$ cat src/rtl/btn_conditioner.sv
// Push-button front end: 2-flop synchroniser, sample-tick divider, per-button debounce FSM.
// Optional macro BTN_CONDITIONER_ONEHOT_EN limits btn_press to the lowest qualifying button.
module btn_conditioner #(
  parameter int unsigned TICK_DIV    = 100000,
  parameter int unsigned DEB_SAMPLES = 4,
  parameter int unsigned NBTN        = 5
) (
  input  logic            CLK,
  input  logic            reset,
  input  logic [NBTN-1:0] btn_raw,
  output logic            tick,
  output logic [NBTN-1:0] btn_level,
  output logic [NBTN-1:0] btn_press,
  output logic [NBTN-1:0] btn_release
);

  localparam int unsigned CW      = 23;
  localparam logic [CW-1:0] CNT_MAX = CW'(TICK_DIV - 1);
  localparam logic [3:0]  DEB_N   = 4'(DEB_SAMPLES);
  localparam logic        DEB_ONE = (DEB_SAMPLES == 1);

  // Bit 1 of the state encoding is the debounced level.
  localparam logic [1:0] IDLE         = 2'd0;
  localparam logic [1:0] PRESS_WAIT   = 2'd1;
  localparam logic [1:0] HELD         = 2'd2;
  localparam logic [1:0] RELEASE_WAIT = 2'd3;

  logic [NBTN-1:0] sync_q1;
  logic [NBTN-1:0] btn_sync;
  logic [CW-1:0]   cnt;
  logic            s_int_c;
  logic [1:0]      state     [NBTN];
  logic [1:0]      state_nxt [NBTN];
  logic [3:0]      scnt      [NBTN];
  logic [3:0]      scnt_nxt  [NBTN];
  logic [NBTN-1:0] level_nxt_c;
  logic [NBTN-1:0] rise_c;
  logic [NBTN-1:0] fall_c;
  logic [NBTN-1:0] press_c;

  // Two-flop synchroniser for the asynchronous buttons.
  always_ff @(posedge CLK or negedge reset) begin
    if (!reset) begin
      sync_q1  <= '0;
      btn_sync <= '0;
    end else begin
      sync_q1  <= btn_raw;
      btn_sync <= sync_q1;
    end
  end

  // Sample divider.
  assign s_int_c = (cnt == CNT_MAX);

  always_ff @(posedge CLK or negedge reset) begin
    if (!reset) cnt <= '0;
    else if (s_int_c) cnt <= '0;
    else cnt <= cnt + CW'(1);
  end

  // Debounce state registers.
  always_ff @(posedge CLK or negedge reset) begin
    if (!reset) begin
      for (int i = 0; i < NBTN; i++) begin
        state[i] <= IDLE;
        scnt[i]  <= '0;
      end
    end else begin
      for (int i = 0; i < NBTN; i++) begin
        state[i] <= state_nxt[i];
        scnt[i]  <= scnt_nxt[i];
      end
    end
  end

  // Debounce next-state logic; only advances on the sample strobe.
  always_comb begin
    for (int i = 0; i < NBTN; i++) begin
      state_nxt[i] = state[i];
      scnt_nxt[i]  = scnt[i];
      if (s_int_c) begin
        case (state[i])
          IDLE: begin
            if (btn_sync[i]) begin
              if (DEB_ONE) begin
                state_nxt[i] = HELD;
              end else begin
                state_nxt[i] = PRESS_WAIT;
                scnt_nxt[i]  = 4'd1;
              end
            end
          end
          PRESS_WAIT: begin
            if (!btn_sync[i]) begin
              state_nxt[i] = IDLE;
              scnt_nxt[i]  = '0;
            end else if (scnt[i] + 4'd1 == DEB_N) begin
              state_nxt[i] = HELD;
              scnt_nxt[i]  = '0;
            end else if (scnt[i] != 4'hF) begin
              scnt_nxt[i]  = scnt[i] + 4'd1;
            end
          end
          HELD: begin
            if (!btn_sync[i]) begin
              if (DEB_ONE) begin
                state_nxt[i] = IDLE;
              end else begin
                state_nxt[i] = RELEASE_WAIT;
                scnt_nxt[i]  = 4'd1;
              end
            end
          end
          default: begin
            if (btn_sync[i]) begin
              state_nxt[i] = HELD;
              scnt_nxt[i]  = '0;
            end else if (scnt[i] + 4'd1 == DEB_N) begin
              state_nxt[i] = IDLE;
              scnt_nxt[i]  = '0;
            end else if (scnt[i] != 4'hF) begin
              scnt_nxt[i]  = scnt[i] + 4'd1;
            end
          end
        endcase
      end
    end
  end

  always_comb begin
    for (int i = 0; i < NBTN; i++) level_nxt_c[i] = state_nxt[i][1];
  end

  assign rise_c = level_nxt_c & ~btn_level;
  assign fall_c = ~level_nxt_c & btn_level;

`ifdef BTN_CONDITIONER_ONEHOT_EN
  // Keep only the lowest set bit; the other presses are dropped.
  assign press_c = rise_c & (~rise_c + NBTN'(1));
`else
  assign press_c = rise_c;
`endif

  // Registered outputs; level and pulses all land in the tick cycle.
  always_ff @(posedge CLK or negedge reset) begin
    if (!reset) begin
      tick        <= 1'b0;
      btn_level   <= '0;
      btn_press   <= '0;
      btn_release <= '0;
    end else begin
      tick        <= s_int_c;
      btn_level   <= level_nxt_c;
      btn_press   <= press_c;
      btn_release <= fall_c;
    end
  end

endmodule

$ cat config.mk
export PLATFORM = sky130hd
export DESIGN_NAME = btn_conditioner
export DESIGN_NICKNAME = d
export VERILOG_FILES = /design/src/rtl/btn_conditioner.sv
export SDC_FILE = /design/constraint.sdc
export NUM_CORES = 1
export LEC_CHECK = 0
export BUFFER_PORTS_ARGS = -buffer_cell sky130_fd_sc_hd__buf_2
export CORE_UTILIZATION = 50
export DETAILED_ROUTE_END_ITERATION = 8
export GPL_ROUTABILITY_DRIVEN = 1
export PLACE_DENSITY = 0.66
export SYNTH_ARGS = -nofsm -noshare
export SYNTH_HDL_FRONTEND = slang
export SYNTH_SLANG_ARGS = --single-unit
$ cat constraint.sdc
create_clock -name CLK -period 2.1 [get_ports CLK]
set_clock_uncertainty 0.2 [all_clocks]
set_input_delay 0.21 -clock CLK [delete_from_list [all_inputs] [get_ports CLK]]
set_output_delay 0.21 -clock CLK [all_outputs]
set_load 0.02 [all_outputs]
# Word-level counts from Yosys, hierarchy flattened
# Index checks and enable logic that the tools add are counted.
[op_classes]
addsub = 6
n_eq_ne = 36
muxes = 76
bitwise = 4
n_reduce_logical = 20
[ops]
columns = ["operator", "n"]
rows = [
  ["$mux W4", 30],
  ["$mux W2", 35],
  ["$pmux W4 S3", 5],
  ["$pmux W2 S3", 5],
  ["$reduce_and A5 Y1", 5],
  ["$add A23 B1 Y23 const B", 1],
  ["$eq A23 B17 Y1 const B", 1],
  ["$mux W23", 1],
  ["$add A4 B1 Y4 const B", 5],
  ["$eq A4 B3 Y1 const B", 5],
  ["$ne A2 B2 Y1 const B", 10],
  ["$ne A4 B4 Y1 const B", 5],
  ["$reduce_bool A4 Y1", 5],
  ["$ne A3 B3 Y1 const B", 5],
  ["$reduce_and A3 Y1", 5],
  ["$and A5 B5 Y5", 2],
  ["$eq A2 B1 Y1 const B", 5],
  ["$eq A2 B2 Y1 const B", 5],
  ["$logic_not A2 Y1", 5],
  ["$not A5 Y5", 2],
]
[word_totals]
regBits = 79
input_bits = 7
word_cells = 164

# Longest topological paths before layout
# Gate-level depths: netlist of run 1.
[depth]
depth_word = 8
depth_mapped = 7
depth_no_buf = 7

# Worst setup path before layout of run 1
# Ideal clock, no wire load.
[synth_timing]
kind = "reg2reg"
start = "register cnt[0]"
end = "register state[8] (netlist bit)"
setup_ns = 0.125
arrival_time_ns = 1.848
required_time_ns = 1.775
slack_ns = -0.073
stages_incl_launch_ff = 7
path_buffers = 0
synth_period_minus_slack_ns = 2.173
path_cell_list = "dfrtp_1 > ha_1 > and4_4 > nand4_4 > a2111oi_4 > nand2_2 > mux2_4"
[synth_via]
elab_chain_len = 2
[synth_lines]
columns = ["item", "line", "source"]
rows = [
  ["from (decl)", "30", "logic [CW-1:0] cnt;"],
  ["from (signal assigned)", "58", "else cnt <= cnt + CW'(1);"],
  ["$eq A23 B17 Y1", "53", "assign s_int_c = (cnt == CNT_MAX);"],
  ["$reduce_and A5 Y1 (no line)", "--", ""],
  ["to (signal, indexed assignment)", "70", "state[i] <= state_nxt[i];"],
  ["to (decl)", "32", "logic [1:0] state [NBTN];"],
]
# Every way passes these cells.
# A chain may end at the register's enable or synchronous reset.

# Final worst setup path of run 1
[layout_timing]
start = "register cnt[1]"
end = "register scnt[19] (netlist bit)"
[layout_via]
elab_chain_len = 2
[layout_lines]
columns = ["item", "line", "source"]
rows = [
  ["$eq A23 B17 Y1", "53", ""],
  ["$reduce_and A3 Y1 (no line)", "--", ""],
  ["to (signal, indexed assignment)", "71", "scnt[i] <= scnt_nxt[i];"],
  ["to (decl)", "34", "logic [3:0] scnt [NBTN];"],
]
# Every way passes these cells.

==> metrics.md, run 1 <==
| Metric | Value |
|---|---|
| Outcome | `finished with violations` |
| Failing checks | `setup timing` |
| Primary FF master, synth | `dfrtp_1` |
| Worst EP arrival | `2.18 ns` |
| Worst-Skew Late Latency | `0.35 ns` |
| Post-route core utilization | `just over 60%` |
| Highest Clock Rate | `about 470 MHz` |
| Final instance area | `around 0.005 sq mm` |
| Family with the most delay on the worst path | `compound AO/OA/AOI/OAI gates` |
| Starting Density | `between 50% and 60%` |
| Power Dens Cells | `approximately 500 mW/mm^2` |
| Slew Viols, Final | `0` |
| DR vias/cell | `approximately 5.5` |
| Port-buffer cells | `22` |
| Htree depth | `3` |
| Slowest CP cell | `dfrtp_1` |
| Detail Route Antenna Nets | `0` |
| Synthesized instance count | `between 400 and 500` |
| Placed Cells | `587` |
| CTS tree | `done` |
| IO Pins | `23` |
| Buf/Inv on CP | `2` |
| Global-route usage over all layers | `21.17%` |
| Gpl congestion | `approximately 0.80` |
| CP most frequent cell | `buf_6` |
| Max Buffers Root-to-Sink | `2` |
| Synth area leaders | `dfrtp_1, ha_1, o21ai_0, nor2_1, nand2_1` |
| Final hold violations | `0` |
| Vias | `about 3400` |
| Ys async rst share | `100.0%` |
| Setup WS pre-CTS | `0.03119 ns` |
| Setup crit start kind | `register` |
| Largest net degree at the start of global routing | `59` |
| # DRC | `0` |
| Setup TNS | `-0.005794 ns` |
| Worst-margin pin slew | `0.4683 ns` |
| DRT Pass-1 Iters | `4` |
| Post-synth top area cell | `dfrtp_1` |
| Compound-Gate Fraction of Synth Area | `approximately 16%` |
| Global route total overflow | `0` |
| Power after layout | `2.540 mW` |
| Final worst path period need | `around 2.1 ns` |
| Fraction of layout cells with a size suffix above 1 | `23.35%` |
| Final WS setup | `-0.005794 ns` |
| Critical Path RT | `2.18 ns` |
| Syn. warnings | `0` |
| Crit-path max FO | `7` |
| Pleak | `2.320 nW` |
| Synth Area in Simple Gates | `around 22%` |
| 1st-iter DRT viols | `between 150 and 200` |
| DP Area | `about 0.0047 sq mm` |
| Final Non-Filler Cells | `slightly above 600` |
| CP peak stage delay | `0.37 ns` |
| Detailed-route wire length | `slightly below 9000 microns` |
| Clk Tree Root Cell | `clkbuf_8` |
| # setup viols final | `1` |
| Core area | `about 0.008 sq mm` |
| Post-synth EDFFs | `0` |
| Largest family of logic cells by synthesized area | `simple AND/OR/NAND/NOR gates` |
| Post-synthesis adder-cell area fraction | `between 7 and 8%` |
| CP Cell Sequence | `ha_2 -> and4_4 -> buf_6 -> nand4_4 -> a2111oi_4 -> buf_6 -> a41oi_2 -> a21oi_1` |
| CP endpoint kind | `register` |
| RSZ-0062 raised after global routing | `true` |
| Synth Register Bits | `74` |
| Synthesized area | `roughly 0.0042 sq mm` |
| Unique masters post-synth | `53` |
| MaxCap Viol Count | `0` |
| Vias in the first global route | `roughly 3300` |
| Area Overhead vs Synth | `19.48%` |
| Hold_ws | `roughly 0.065 ns` |
| Die width | `94.16 microns` |
| First-pass GRT wire length | `around 15000 microns` |
| Synth Area in XOR/XNOR | `4.331%` |
| Area share of the largest cell type after synthesis | `between 40% and 50%` |
| Die height | `94.16 microns` |
| Clk sink count | `74` |
| Fin crit share | `100.3%` |
| Mapped Avg Cell Area | `9.564 sq um` |
| Initial antenna violation count | `0` |
| TritonCTS Buffers | `9` |
| # diodes | `0` |
| Wire length per cell | `approximately 14 microns` |
| Seq/Total Area, Yosys | `43.61%` |
| Peak VDD IR | `roughly 0.36 mV` |
| Die area | `approximately 0.0089 sq mm` |
| Mux cell area share after synthesis | `between 3 and 4%` |
| Clk slew on worst S/H paths | `0.08 ns` |
| Relative slew slack | `approximately 69%` |
| Syn Nets | `approximately 480` |
| WS Path Type | `register to register` |
| Worst min path class | `input port to asynchronous set/reset pin` |
| Final nets | `roughly 540` |
| Final HPWL DP | `a little over 6000 microns` |
| Std-Cell Rows | `33` |
worst reg2reg max path, delay by kind of cell (launching register included):
family | cells | cell delay [ns]
compound gates | 3 | 0.61
fa+ha+maj | 1 | 0.21
buf+inv | 2 | 0.29
flops | 1 | 0.37
simple gates | 2 | 0.35
cells in the mapped netlist, types with 6 or more instances:
cell,instances
inv_1,13
nand2b_1,12
clkbuf_1,8
o21ai_0,39
mux2i_1,7
xor2_1,9
dfrtp_1,74
ha_1,26
a31oi_1,7
nand4_1,6
nand2_1,40
nor2_1,43
xnor2_1,12
nor3_1,8
nor2b_1,9
and3_1,12
nand3_1,24
a21oi_1,21
o21bai_1,7
kinds of logic (layout without fill, tap and decap cells):
logic type | count (synthesis) | count (layout)
buffers and inverters | 28 | 98
AND/OR/NAND/NOR | 180 | 180
multiplexers | 12 | 12
AO/OA/AOI/OAI | 103 | 103
flip-flops | 74 | 74
XOR/XNOR | 21 | 21
adder cells (fa/ha/maj) | 26 | 26
final cells by class:
class                           instances  area, sq um
Clock buffer                           12        155.1
Clock inverter                          4        26.28
Fill cell                             696         3143
Inverter                               14        56.30
Multi-Input combinational cell        342         2342
Sequential cell                        74         1856
Tap cell                              105        131.4
Timing Repair Buffer                   67        501.7
Timing Repair inverter                  1        5.005
layer usage:
layer	part of all wire, %	global-route usage (%)	vias to the layer above	wire [microns]
met5	0	0	-	0
met4	1.8	7.436	0	161
met3	3.1	6.230	16	270
met2	48	34.48	54	4255
met1	47	26.55	1646	4098
li1	-	-	1705	-
layout by cell type (no fill, tap or decap), types with 3 or more instances in the layout:
cell type      synthesis  layout
dfrtp_1               74      71
nor2_1                43      42
nand2_1               40      39
buf_4                  5      35
o21ai_0               39      33
ha_1                  26      24
nand3_1               24      23
buf_2                  1      21
a21oi_1               21      19
inv_1                 13      13
xnor2_1               12      12
nand2b_1              12      12
and3_1                12      11
clkbuf_8               0      11
xor2_1                 9       9
nor2b_1                9       8
o21bai_1               7       7
nor3_1                 8       7
mux2i_1                7       7
a31oi_1                7       7
nand4_1                6       6
dlygate4sd3_1          0       6
o21ai_1                0       5
a21o_1                 5       5
o21a_1                 4       4
a21bo_2                4       4
and2_1                 3       3
nor4_1                 3       3
or2_2                  3       3
mux2_2                 3       3
nand2_2                2       3
a41oi_1                4       3
dfrtp_2                0       3
buf_6                  0       3
power breakdown:
part           internal (mW)  switching [mW]  leakage [nW]  total, mW
logic                 0.0292          0.0443          1.24     0.0735
clock network          0.492           0.530        0.0924       1.02
registers               1.43          0.0110         0.992       1.44
total                   1.95           0.585          2.32       2.54
state kept, by name, summed over array words and instances (netlist names):
name / flops
btn_press: 5
state: 6
btn_sync: 5
btn_release: 5
tick: 1
btn_level: 4
cnt: 23
sync_q1: 5
scnt: 20
worst paths after layout:
kind / from / to / slack, ns / cells past startpoint
setup reg to reg: cnt[1] / scnt[19] / -0.006 / 8
min in group CLK: sync_q1[4] / btn_sync[4] / 0.16 / 0
hold reg to reg: sync_q1[4] / btn_sync[4] / 0.16 / 0
hold / removal: reset / btn_sync[4] / 0.06 / 2
max in group asynchronous: reset / cnt[8] / 1.05 / 3
setup / recovery: cnt[1] / scnt[19] / -0.006 / 8
repair_timing:
item | in CTS | in global routing
buffers inserted | 0 | 9
gates resized for setup | 0 | 30
hold endpoints to repair | 79 | 0
hold buffers | 6 | 0
endpoints found under the setup margin | 0 | 37
(Power assumes the default switching activity.)
==> run 2, diff against run 1 <==
--- a/config.mk
+++ b/config.mk
@@ -6,10 +6,10 @@
 export NUM_CORES = 1
 export LEC_CHECK = 0
 export BUFFER_PORTS_ARGS = -buffer_cell sky130_fd_sc_hd__buf_2
-export CORE_UTILIZATION = 50
+export CORE_UTILIZATION = 35
 export DETAILED_ROUTE_END_ITERATION = 8
 export GPL_ROUTABILITY_DRIVEN = 1
-export PLACE_DENSITY = 0.66
+export PLACE_DENSITY = 0.48
 export SYNTH_ARGS = -nofsm -noshare
 export SYNTH_HDL_FRONTEND = slang
 export SYNTH_SLANG_ARGS = --single-unit
==> run 2 against run 1 <==
The run ends with DRC left. Count of clock-buffer cells in the layout is 1 lower. First-iteration DRC count is 16% higher. Sequential share of layout area fell by 1.3 points. Final area grew 3.7%. Maximum frequency grew 4.4%. Sequential power barely moved. Total power rose by 25%. Via count fell by 1.2%. Worst setup slack better by 0.088 ns. Global-route usage decreased by 5.7 points. Critical endpoint unchanged.
==> metrics.md, run 2 (synthesized netlist as in run 1, its figures left out) <==
| Metric | Value |
|---|---|
| WS Path Type | `register to register` |
| Starting Density | `between 30% and 40%` |
| Gpl congestion | `0.8267` |
| Vias in the first global route | `between 3000 and 4000` |
| Max Buffers Root-to-Sink | `2` |
| Final instance area | `~0.0053 sq mm` |
| Htree depth | `3` |
| Sequential share of power | `45.5%` |
| Die height | `between 100 and 150 microns` |
| # DRC | `2` |
| Std-Cell Rows | `39` |
| Flop2flop setup slack | `between 0.08 and 0.09 ns` |
| # diodes | `0` |
| Setup crit start kind | `register` |
| Global route total overflow | `0` |
| Final HPWL DP | `between 6000 and 7000 microns` |
| Worst min path class | `input port to asynchronous set/reset pin` |
| Int Pwr | `2.533 mW` |
| Final nets | `roughly 550` |
| First-pass GRT wire length | `15410 microns` |
| Most frequent cells in the layout | `dfrtp_1, buf_4, nor2_1` |
| DP Area | `between 0.004 and 0.005 sq mm` |
| DR vias/cell | `approximately 5` |
| Failing checks | `DRC` |
| Peak VDD IR | `approximately 0.43 mV` |
| Post-route core utilization | `between 40 and 50%` |
| # setup viols final | `0` |
| Final worst path period need | `2.018 ns` |
| Clk slew on worst S/H paths | `~0.060 ns` |
| MaxCap Viol Count | `0` |
| Max reg flops | `23` |
| Port-buffer cells | `22` |
| Fraction of layout cells with a size suffix above 1 | `approximately a quarter` |
| Die width | `between 100 and 150 microns` |
| Switch share | `20.31%` |
| Clk Tree Root Cell | `clkbuf_16` |
| Core area | `0.01161 sq mm` |
| TritonCTS Buffers | `9` |
| IO Pins | `23` |
| 1st-iter DRT viols | `192` |
| Relative slew slack | `70.61%` |
| Largest net degree at the start of global routing | `34` |
| Worst EP arrival | `around 2.1 ns` |
| Comb pwr share | `around 2.3%` |
| Global-route usage over all layers | `between 10% and 20%` |
| Worst-margin pin slew | `0.4409 ns` |
| DRT met1 WL | `between 4000 and 5000 microns` |
| Largest Register | `cnt` |
| Critical Path RT | `~2.2 ns` |
| Initial antenna violation count | `0` |
| Register area | `roughly 0.0019 sq mm` |
| Most common cell after layout, fill and taps aside | `dfrtp_1` |
| Routed wl met2 | `4139 microns` |
| CP endpoint kind | `register` |
| Met3 WL post-DR | `roughly 290 microns` |
| Die area | `around 0.013 sq mm` |
| Power after layout | `between 3 and 4 mW` |
| CTS tree | `done` |
| Area Overhead vs Synth | `23.92%` |
| Filler Cells Inserted | `approximately 1100` |
| Fin crit share | `a little over nine tenths` |
| Multi-input logic area | `about 0.0023 sq mm` |
| Psw | `0.6455 mW` |
| Outcome | `finished with violations` |
| Crit-path max FO | `7` |
| Hold_ws | `0.1456 ns` |
| RSZ-0062 raised after global routing | `true` |
| Worst-Skew Late Latency | `around 0.34 ns` |
| Vias | `approximately 3400` |
| Detail Route Antenna Nets | `0` |
| DRT Pass-1 Iters | `6` |
| Power Dens Cells | `between 600 and 700 mW/mm^2` |
| Final hold violations | `0` |
| Clock power frac | `52.2%` |
| Top flop regs | `cnt x23, scnt x20, state x6` |
| Detailed-route wire length | `roughly 9000 microns` |
| Pleak | `2.409 nW` |
| Highest Clock Rate | `~500 MHz` |
| Slew Viols, Final | `0` |
| Wire length per cell | `approximately 14 microns` |
| Clk sink count | `between 70 and 80` |
| Top Metal Used | `met4` |
## run 2: changes by cell type in the layout (fill, tap and decap cells not counted), moves of 2 or more
cell	previous run	this run
buf_12	2	0
buf_4	35	45
buf_6	3	1
bufinv_16	0	2
clkbuf_16	0	9
clkbuf_8	11	1
nor4_1	3	0
nor4_2	0	3
o21ai_0	33	35
## run 2: final cells by class
| cell class | instances | area share (%) |
|---|---|---|
| inverters | 14 | 0.9986 |
| well taps | 143 | 3.400 |
| clock inverters | 5 | 1.474 |
| clock buffers | 11 | 4.612 |
| repair buffers | 73 | 9.772 |
| multi-input cells | 342 | 44.51 |
| flip-flops and latches | 74 | 35.24 |
## run 2: power by group through the flow
stage	Sequential [mW]	Clock [mW]	Combinational (mW)
floorplan	1.47	0	0.0252
global placement	1.47	0	0.0666
detailed placement	1.47	0	0.0665
CTS	1.45	1.71	0.0751
global route	1.45	1.77	0.0840
finish	1.45	1.66	0.0728
## run 2: worst max-delay path, stage by stage, from the launching register on
cell and delay [ns]:
dfrtp_1 0.41, nor4_4 0.34, nand3_2 0.19, a2111oi_4 0.35
buf_4 0.22, a41oi_2 0.12, a21oi_1 0.13
## run 2: per-layer routing
metal / vias to the layer above / global-route usage (%)
met5: - / 0
met4: 0 / 6.311
met3: 11 / 3.888
met2: 35 / 24.76
met1: 1622 / 20.11
li1: 1712 / -
## run 2: what timing repair did
action	in CTS	in global routing
hold endpoints to repair	35	0
hold buffers	6	0
resized for setup	0	23
endpoints found under the setup margin	0	28
setup buffers	0	3
## run 2: final timing paths
check / startpoint / endpoint / depth (start not counted)
max reg2reg: cnt[12] / scnt[19] / 6
min reg2reg: sync_q1[4] / btn_sync[4] / 0
min: reset / scnt[10] / 2
min in group CLK: sync_q1[4] / btn_sync[4] / 0
max in group asynchronous: reset / state[1] / 3
max: cnt[12] / scnt[19] / 6
## run 2: through the flow
stage,worst slack [ns],setup TNS (ns),instances
6_report,0.08235,0,662
5_1_grt,-0.02356,-0.04380,662
4_1_cts,0.01732,0,659
3_5_place_dp,0.02655,0,637
3_3_place_gp,0.08210,0,637
2_1_floorplan,0.001129,0,444
